<file path="src/rtl/decoder_proj_pkg.sv">
// Shared constants for the registered hex decoder: io_in field positions,
// output widths and the gfedcba seven-segment table.
package decoder_proj_pkg;

  localparam int IO_W     = 7;
  localparam int CODE_W   = 4;
  localparam int DEC_W    = 16;
  localparam int SEG_W    = 7;

  localparam int IDX_CODE_LSB = 0;
  localparam int IDX_CODE_MSB = 3;
  localparam int IDX_ENABLE   = 4;
  localparam int IDX_HOLD     = 5;
  localparam int IDX_INVERT   = 6;

  // Segment bit 0 is 'a', bit 6 is 'g'.
  localparam logic [SEG_W-1:0] SEG_TABLE [16] = '{
    7'h3F, 7'h06, 7'h5B, 7'h4F, 7'h66, 7'h6D, 7'h7D, 7'h07,
    7'h7F, 7'h6F, 7'h77, 7'h7C, 7'h39, 7'h5E, 7'h79, 7'h71
  };

endpackage

</file>
<file path="src/rtl/decoder_proj_formal_hex_to_7seg.sv">
// Combinational hex digit to seven-segment pattern lookup (gfedcba order).
module hex_to_7seg
  import decoder_proj_pkg::*;
(
  input  logic [CODE_W-1:0] code,
  output logic [SEG_W-1:0]  seg
);

  assign seg = SEG_TABLE[code];

endmodule

</file>
<file path="src/rtl/decoder_proj_formal.sv">
// Registered one-hot and seven-segment decoder with hold and output polarity.
// Define DECODER_PROJ_FORMAL_EN to compile in embedded assertions and covers.
module decoder_proj_formal
  import decoder_proj_pkg::*;
(
  input  logic             wb_clk_i,
  input  logic             wb_rst_i,
  input  logic [IO_W-1:0]  io_in,
  output logic [DEC_W-1:0] dec_out,
  output logic [SEG_W-1:0] seg_out,
  output logic             valid
);

  logic [CODE_W-1:0] code;
  logic              enable;
  logic              hold;
  logic              invert;
  logic [SEG_W-1:0]  seg_lut;

  // True-polarity decode is stored; the registered invert bit is applied at
  // the output so polarity and data always change on the same edge.
  logic [DEC_W-1:0]  dec_q;
  logic [SEG_W-1:0]  seg_q;
  logic              valid_q;
  logic              inv_q;

  assign code   = io_in[IDX_CODE_MSB:IDX_CODE_LSB];
  assign enable = io_in[IDX_ENABLE];
  assign hold   = io_in[IDX_HOLD];
  assign invert = io_in[IDX_INVERT];

  hex_to_7seg u_hex_to_7seg (
    .code (code),
    .seg  (seg_lut)
  );

  always_ff @(posedge wb_clk_i) begin
    if (wb_rst_i) begin
      dec_q   <= '0;
      seg_q   <= '0;
      valid_q <= 1'b0;
      inv_q   <= 1'b0;
    end else if (!hold) begin
      inv_q <= invert;
      if (enable) begin
        dec_q   <= DEC_W'(1) << code;
        seg_q   <= seg_lut;
        valid_q <= 1'b1;
      end else begin
        dec_q   <= '0;
        seg_q   <= '0;
        valid_q <= 1'b0;
      end
    end
  end

  assign dec_out = dec_q ^ {DEC_W{inv_q}};
  assign seg_out = seg_q ^ {SEG_W{inv_q}};
  assign valid   = valid_q;

`ifdef DECODER_PROJ_FORMAL_EN
  logic [CODE_W-1:0] code_q;

  always_ff @(posedge wb_clk_i) begin
    if (wb_rst_i) begin
      code_q <= '0;
    end else if (!hold && enable) begin
      code_q <= code;
    end
  end

  a_one_hot_cold: assert property (@(posedge wb_clk_i)
    valid |-> $onehot(dec_out ^ {DEC_W{inv_q}}));

  a_seg_match: assert property (@(posedge wb_clk_i)
    valid |-> (seg_out == (SEG_TABLE[code_q] ^ {SEG_W{inv_q}})));

  a_reset_zero: assert property (@(posedge wb_clk_i)
    wb_rst_i |=> (dec_out == '0 && seg_out == '0 && !valid));

  for (genvar c = 0; c < 16; c++) begin : g_cov_code
    for (genvar p = 0; p < 2; p++) begin : g_cov_pol
      c_code_pol: cover property (@(posedge wb_clk_i)
        valid && code_q == CODE_W'(c) && inv_q == 1'(p));
    end
  end
`endif

endmodule

</file>
<file path="config.mk">
export PLATFORM = sky130hd
export DESIGN_NAME = decoder_proj_formal
export DESIGN_NICKNAME = d
export VERILOG_FILES = /design/src/rtl/decoder_proj_pkg.sv /design/src/rtl/decoder_proj_formal_hex_to_7seg.sv /design/src/rtl/decoder_proj_formal.sv
export SDC_FILE = /design/constraint.sdc
export NUM_CORES = 1
export LEC_CHECK = 0
export ABC_CLOCK_PERIOD_IN_PS = 1700
export CORE_UTILIZATION = 49
export CTS_CLUSTER_DIAMETER = 60
export DETAILED_ROUTE_END_ITERATION = 12
export GPL_ROUTABILITY_DRIVEN = 0
export PLACE_DENSITY = 0.84
export REMOVE_ABC_BUFFERS = 1
export SETUP_SLACK_MARGIN = 0.1
export SYNTH_ARGS = -nofsm -noshare
export SYNTH_HDL_FRONTEND = slang
export SYNTH_HIERARCHICAL = 1
export SYNTH_SLANG_ARGS = --single-unit
</file>
<file path="constraint.sdc">
create_clock -name wb_clk_i -period 1.7 [get_ports wb_clk_i]
set_input_delay 0.34 -clock wb_clk_i [delete_from_list [all_inputs] [get_ports wb_clk_i]]
set_output_delay 0.34 -clock wb_clk_i [all_outputs]
set_load 0.03 [all_outputs]
</file>
# After elaboration in Yosys (flattened, before gate mapping)
# Memory sizes are Yosys's and may differ from the RTL's.
# Cells that the tools add are included.
[op_classes]
n_lt_le_gt_ge = 1
shift = 1
muxes = 5
bitwise = 3
[op_table]
columns = ["op", "n"]
rows = [
  ["$mux 7", 3],
  ["$mux 16", 1],
  ["$shl 1x4->16 const A", 1],
  ["$xor 16x16->16", 1],
  ["$xor 7x7->7", 1],
  ["$ge 5x5->1 const B", 1],
  ["$not 4->5", 1],
  ["$mux 1", 1],
]
[word_totals]
regBits = 25
romBits = 112
in_bits = 9
out_inout_bits = 24
elab_cells = 15
mem_count = 1
[mem_list]
columns = ["name", "words", "word_bits", "read_ports", "rd_clocked_by_memory_dff", "write_ports", "line_no", "source"]
rows = [
  ["(name not given)", 16, 7, 1, 0, 0, "decoder_proj_formal_hex_to_7seg.sv:9", "assign seg = SEG_TABLE[code];"],
]

# Logic depth before layout (Yosys ltp)
# Gate-level depths: netlist (run 1).
[logic_depth]
ltp_word = 5
ltp_mapped = 6
ltp_nobuf = 6

# Modules after synthesis
# The synthesis (run 1) kept the hierarchy.
[by_module_without_submodules]
columns = ["module", "n_inst", "cells_per_inst", "area_each_um2", "seq_area_each_um2"]
rows = [
  ["decoder_proj_formal", 1, 112, 1153.6, 500.5],
  ["hex_to_7seg", 1, 33, 286.5, 0.0],
]

# Worst setup path before layout (run 1)
# Ideal clock, no wire load.
[synth_path]
path_kind = "register to output"
start = "reg inv_q"
end = "out dec_out[13]"
arrival_ns = 1.212
t_required_ns = 1.360
setup_slack_ns = 0.148
stages_incl_launch_ff = 4
n_path_buf = 2
cell_sequence = "dfxtp_1 > buf_2 > buf_2 > xor2_1"
[synth_between]
elab_chain_len = 1
[synth_rtl]
columns = ["item", "line_no", "source"]
rows = [
  ["from (decl)", "decoder_proj_formal.sv:25", "logic inv_q;"],
  ["from (signal assigned)", "decoder_proj_formal.sv:44", "inv_q <= invert;"],
  ["$xor 16x16->16", "decoder_proj_formal.sv:57", "assign dec_out = dec_q ^ {DEC_W{inv_q}};"],
  ["to (decl)", "decoder_proj_formal.sv:9", "output logic [DEC_W-1:0] dec_out,"],
]
# No other way between the ends.

# Worst setup path in the final report (run 1)
[layout_path]
start = "reg inv_q"
end = "out dec_out[2]"
# The elaborated chain is that of the path after synthesis.

==> flow_summary_export.csv, run 1 <==
group,metric,value,unit
placement,place_area,1830,um^2
hold_path,hold_class,"register to register",
sta,fin_setup_tns,0,ns
grt,grt_use_met3,1.40,%
clocking,numCtsBuffers,3,
pwr,p_int,874,uW
clocking,clkLatencyLatePin,0.33,ns
logic_synthesis,synth_commonest_cells,"dfxtp_1, xor2_1, o2bb2ai_1",
worst_setup_path,critPathMaxStageDelay,0.42,ns
logic_synthesis,synthSimpleGateAreaFrac,15.9,%
worst_setup_path,worstPathRequired,1.36,ns
pwr,power_frac_comb,31.6,%
job,drv_cap,0,
grt,grt_max_degree,19,
pwr,power_switching,420,uW
logic_synthesis,synthTopCellsByArea,"dfxtp_1, xor2_1, ha_1",
clocking,root_buffer,"clkbuf_4",
grt,grt.met1_usage,25.5,%
logic_synthesis,ys_warn_count,6,
logic_synthesis,ys_ff_latch,25,
drt,drc,0,
logic_synthesis,synth_top_family_by_area,"simple AND/OR/NAND/NOR gates",
placement,dp_hpwl,2430,um
cells_and_area,fin_area,1960,um^2
cells_and_area,diodes,0,
logic_synthesis,muxShareOfSynthArea,7.21,%
clocking,postCtsSetupBuffers,0,
pwr,power_density,659,nW/um^2
worst_setup_path,worst-setup-path-type,"register to output port",
floorplan,die_w,56.2,um
logic_synthesis,synth_edf_count,0,
worst_setup_path,end_kind,"output port",
sta,skew,0,ns
cells_and_area,areaGrowthSynthToFinish,36.3,%
grt,grt_pass1_wl,5000,um
logic_synthesis,synth_top_cell_area_share,34.8,%
sta,drv_slew,0,
cells_and_area,num-nets-final,208,
logic_synthesis,synth_top_area_cell,"dfxtp_1",
grt,antenna_found_initial,0,
clocking,cts_max_path_buffers,2,
floorplan,rows,19,
worst_setup_path,path_max_fanout,9,
grt,met2_usage,34.4,%
worst_setup_path,critPathArrivalTime,1.26,ns
sta,timing.final.ws_setup,0.0966,ns
logic_synthesis,synthAdderAreaFrac,6.08,%
sta,rsz0062_at_grt,"yes",
worst_setup_path,critPathLaunchType,"register",
worst_setup_path,cp_slowest_cell,"dfxtp_4",
floorplan,io_pins,33,
floorplan,die_area,3160,um^2
sta,fin_hold_ws,0.486,ns
grt,globalRouteOverflowTotal,0,
grt,grt_pass1_vias,1094,
sta,slew-limit-headroom,80.1,%
floorplan,initial_core_util,51.8,%
grt,grt_usage,20.2,%
logic_synthesis,synth_most_common_cell,"dfxtp_1",
pwr,ir_worst_vdd,0.000615,V
floorplan,core_area,2780,um^2
drt,drtAntennaViolNets,0,
clocking,numClockSinks,25,
logic_synthesis,synthArstFlopShare,0,%
logic_synthesis,ys.flop_type,"dfxtp_1",
drt,first_iter_violations,28,
pwr,seqPwrFrac,47.4,%
logic_synthesis,synth_xor_area_share,14.0,%
placement,io_buffers,32,
logic_synthesis,synth_area,1440,um^2
cells_and_area,drive_above_1_share,34.0,%
clocking,clk_pin_slew,0.13,ns
pwr,clkPwrFrac,21.1,%
logic_synthesis,synth.distinct_cells,33,
drt,routed-via-count,1226,
worst_setup_path,crit_chain,"clkbuf_16, xor2_2, buf_6",
sta,min_period,1.60,ns
floorplan,die_height,56.2,um
clocking,cts_tree,"done",
pwr,p_leak,0.000915,uW
drt,wl,3340,um
cells_and_area,nFillCells,208,
drt,drtPass1Iterations,4,
drt,wl_per_cell,15.0,um
logic_synthesis,synthCells,145,
clocking,htreeDepth,1,
placement,pre_cts_slack,-0.353,ns
pwr,switching_share,32.5,%
sta,max_clock_freq,624,MHz
sta,worst_pin_slew,0.299,ns
logic_synthesis,ys_seq_area_share,34.8,%
outcome,status,"finished, final reports clean",
pwr,p_total,1290,uW
logic_synthesis,avgSynthCellArea,9.93,um^2
sta,period_share,94.3,%
logic_synthesis,synth_compound_gate_area_share,15.8,%
sta,hold_viol_final,0,
grt,grt-busiest-layer,"met2",
drt,via_per_inst,5.52,
sta,setup_viol,0,
final cells by class:
type / instances / area (um^2) / share of cell area, %
inverter: 6 / 22.5 / 1.15
multi-input combinational: 102 / 902 / 46.0
tap: 31 / 38.8 / 1.98
timing repair buffer: 54 / 469 / 23.9
sequential: 25 / 504 / 25.7
clock buffer: 4 / 26.3 / 1.34
placed cells by master, fill, tap and decap left out, types with 2 or more instances in the layout:
cell | synthesis | final
a21oi_1 | 8 | 8
a22oi_1 | 2 | 2
a32o_1 | 6 | 6
buf_4 | 1 | 39
buf_6 | 1 | 4
clkbuf_4 | 0 | 3
clkdlybuf4s50_1 | 0 | 6
dfxtp_1 | 25 | 24
dlygate4sd2_1 | 0 | 3
ha_1 | 7 | 5
inv_1 | 6 | 6
mux2_2 | 2 | 2
mux2i_1 | 4 | 4
nand2_1 | 7 | 7
nand3b_1 | 8 | 8
nor2_1 | 5 | 5
nor2b_1 | 5 | 5
o2bb2ai_1 | 10 | 10
or3b_2 | 2 | 2
xor2_1 | 23 | 18
xor2_2 | 0 | 5
layer usage:
layer  vias up  share of wire (%)
met5         -                  0
met2        28                 51
met4         0                2.9
met1       588                 44
li1        601                  -
met3         9                2.1
metrics by stage:
| stage | cells | utilization [%] |
|---|---|---|
| global placement | 217 | 65.9 |
| detailed placement | 217 | 65.9 |
| floorplan | 133 | - |
| CTS | 221 | 68.1 |
| global route | 222 | 70.6 |
| finish | 222 | 70.6 |
power groups by stage:
stage	Sequential (uW)	Combinational, uW	Clock, uW
after global routing	615	432	295
after detailed placement	623	386	0
after global placement	622	375	0
after CTS	612	393	273
final	613	409	273
after floorplan	635	195	0
what timing repair did:
action,4_1_cts,5_1_grt
resized for setup,12,8
endpoints found under the setup margin,21,15
pin swaps,0,1
cloned,0,1
hold buffers,0,0
path summary, 6_finish.rpt:
path,startpoint,to,slack [ns],cells past startpoint
worst min-delay path,seg_q[2],seg_q[2],0.49,2
worst min register to register,seg_q[2],seg_q[2],0.49,2
worst max-delay path,inv_q,dec_out[2],0.1,3
worst max register to register,inv_q,inv_q,0.90,3
logic make-up (layout without fill, tap and decap cells):
kind of cell | count (synthesis) | count (layout)
compound gates | 29 | 29
mux | 8 | 8
simple gates | 35 | 35
flops | 25 | 25
fa+ha+maj | 7 | 7
xor+xnor | 23 | 23
buf+inv | 18 | 64
registers in the layout (all words and copies together), names as in the netlist:
register and cells:
dec_q 16, valid 1, seg_q 7, inv_q 1
worst max-delay path, delay by kind of cell, from the launching register on:
family                    cells  cell delay, ns
xor gates and xnor gates      1            0.18
DFF                           1            0.42
buffers and inverters         2            0.33
(Power assumes the default switching activity.)
==> run 2: changes to the inputs <==
--- a/config.mk
+++ b/config.mk
@@ -5,12 +5,12 @@
 export SDC_FILE = /design/constraint.sdc
 export NUM_CORES = 1
 export LEC_CHECK = 0
-export ABC_CLOCK_PERIOD_IN_PS = 1700
-export CORE_UTILIZATION = 49
+export ABC_CLOCK_PERIOD_IN_PS = 1350
+export CORE_UTILIZATION = 45
 export CTS_CLUSTER_DIAMETER = 60
 export DETAILED_ROUTE_END_ITERATION = 12
 export GPL_ROUTABILITY_DRIVEN = 0
-export PLACE_DENSITY = 0.84
+export PLACE_DENSITY = 0.82
 export REMOVE_ABC_BUFFERS = 1
 export SETUP_SLACK_MARGIN = 0.1
 export SYNTH_ARGS = -nofsm -noshare
==> constraint.sdc (replaced) <==
create_clock -name wb_clk_i -period 1.35 [get_ports wb_clk_i]
set_input_delay 0.27 -clock wb_clk_i [delete_from_list [all_inputs] [get_ports wb_clk_i]]
set_output_delay 0.27 -clock wb_clk_i [all_outputs]
set_load 0.03 [all_outputs]
==> run 2 against run 1 <==
  * The flow now finishes with violations (setup timing)
  * Sequential power increased by 26%
  * Worst hold slack got worse by 0.045 ns
  * Clock-buffer cell count decreased by 1
  * Highest routed layer unchanged
==> flow_summary_export.csv, run 2 (same netlist as run 1, synthesis figures left out) <==
group,metric,value,unit
clocking,root_buffer,"clkbuf_4",
grt,antenna_found_initial,0,
clocking,numCtsBuffers,3,
clocking,numClockSinks,25,
worst_setup_path,rr_worst_depth,3,
worst_setup_path,critPathLaunchType,"register",
floorplan,initial_core_util,47.2,%
drt,drtPass1Iterations,4,
drt,first_iter_violations,33,
pwr,p_total,1640,uW
drt,wl_per_cell,15.0,um
grt,globalRouteOverflowTotal,0,
sta,setup_viol,23,
cells_and_area,instances_no_fill,238,
floorplan,rows,20,
cells_and_area,drive_above_1_share,39.7,%
placement,io_buffers,32,
cells_and_area,diodes,0,
worst_setup_path,worst-setup-path-type,"register to output port",
clocking,cts_tree,"done",
worst_setup_path,end_kind,"output port",
sta,timing.final.ws_setup,-0.194,ns
pwr,switching_share,32.7,%
cells_and_area,utilization,66.5,%
worst_setup_path,r2r-end,"inv_q",
drt,wl,3570,um
hold_path,holdPathStages,4,
grt,grt_max_degree,18,
grt,grt_usage,20.3,%
pwr,power_switching,538,uW
hold_path,hold_class,"input pin to register",
worst_setup_path,critPathArrivalTime,1.27,ns
hold_path,hp-start,"io_in[0]",
floorplan,die_area,3430,um^2
clocking,clkLatencyLatePin,0.32,ns
drt,drc,0,
sta,period_share,114,%
sta,skew,0,ns
clocking,cts_max_path_buffers,2,
placement,dp_cells,230,
cells_and_area,largest_reg_flops,16,
cells_and_area,regMostFlops,"dec_q",
sta,max_clock_freq,648,MHz
sta,min_period,1.54,ns
sta,worst_pin_slew,0.250,ns
hold_path,hold_end,"dec_q[15]",
drt,via_per_inst,5.16,
worst_setup_path,worstPathRequired,1.08,ns
pwr,power_frac_comb,32.9,%
floorplan,die_w,58.6,um
clocking,clk_pin_slew,0.15,ns
pwr,clkPwrFrac,20.3,%
worst_setup_path,r2r-start,"inv_q",
sta,slew-limit-headroom,83.2,%
sta,hold_viol_final,0,
outcome,status,"finished, violations left",
clocking,htreeDepth,1,
pwr,ir_worst_vdd,0.000469,V
cells_and_area,areaGrowthSynthToFinish,41.0,%
placement,pre_cts_slack,-0.632,ns
grt,grt_pass1_vias,1156,
drt,drtAntennaViolNets,0,
floorplan,core_area,3050,um^2
job,drv_cap,0,
floorplan,die_height,58.6,um
drt,routed-via-count,1228,
grt,grt_pass1_wl,5400,um
pwr,seqPwrFrac,46.9,%
cells_and_area,top_regs,"dec_q (16), seg_q (7)",
placement,dp_hpwl,2300,um
worst_setup_path,reg2reg_slack,0.54,ns
cells_and_area,final_cell_mix,"buf_4, dfxtp_1, xor2_1",
cells_and_area,num-nets-final,211,
cells_and_area,layout_commonest_cell,"buf_4",
worst_setup_path,path_max_fanout,12,
pwr,p_int,1110,uW
pwr,power_density,810,nW/um^2
pwr,p_leak,0.000942,uW
outcome,violations,"setup timing",
sta,drv_slew,0,
sta,rsz0062_at_grt,"yes",
floorplan,io_pins,33,
run 2: changes by cell type in the layout (fill, tap and decap cells not counted), moves of 2 or more:
cell | before | now
clkdlybuf4s50_1 | 6 | 1
ha_1 | 5 | 2
xor2_2 | 5 | 2
ha_4 | 1 | 4
xor2_1 | 18 | 21
buf_4 | 39 | 41
inv_4 | 0 | 2
buf_2 | 0 | 2
inv_1 | 6 | 4
run 2: power by group through the flow:
stage | Sequential, uW | Clock (uW) | Combinational (uW)
floorplan | 799 | 0 | 245
global placement | 784 | 0 | 477
detailed placement | 785 | 0 | 489
CTS | 771 | 345 | 508
global route | 773 | 368 | 572
finish | 771 | 333 | 540
run 2: repair_timing:
action                     CTS  global route
setup buffers                1             0
resized for setup           25            20
setup endpoints to repair   44            28
hold buffers                 0             0
pin swaps                    3             2
cloned                       2             1
run 2: worst max-delay path: stages, from the launching register on:
cell,delay [ns]
dfxtp_4,0.41
buf_12,0.16
xor2_1,0.19
buf_4,0.19
run 2: cell type report:
cell class	count	area, um^2
clock buffers	3	22.5
clock inverters	1	5.00
fillers	248	1020
inverters	6	27.5
multi-input cells	102	926
flip-flops and latches	25	504
well taps	44	55.1
repair buffers	57	490
run 2: per-layer routing:
layer | up-vias | wire length (um) | part of all wire, % | global-route usage, %
met2 | 35 | 1710 | 48 | 34.2
met5 | - | 0 | 0 | 0
met4 | 0 | 57 | 1.6 | 5.44
met3 | 8 | 130 | 3.6 | 2.42
met1 | 579 | 1670 | 47 | 27.6
li1 | 606 | - | - | -
run 2: worst max path at each step:
stage	from	endpoint	slack [ns]	cells after the start
final	inv_q	dec_out[1]	-0.19	3
after floorplan	inv_q	dec_out[0]	-0.44	1
after detailed placement	io_in[0]	seg_q[3]	-0.63	6
after global routing	inv_q	dec_out[1]	-0.23	3
after global placement	io_in[0]	seg_q[3]	-0.59	6
after CTS	inv_q	dec_out[1]	-0.19	3
run 2: through the flow:
stage          hold WS, ns  instance area (um^2)  setup TNS [ns]
2_1_floorplan        0.339                  1370          -10.05
3_3_place_gp         0.460                  1860           -7.44
3_5_place_dp         0.467                  1860           -8.04
4_1_cts              0.426                  1960           -3.69
5_1_grt              0.445                  2030           -4.69
6_report             0.441                  2030           -3.28
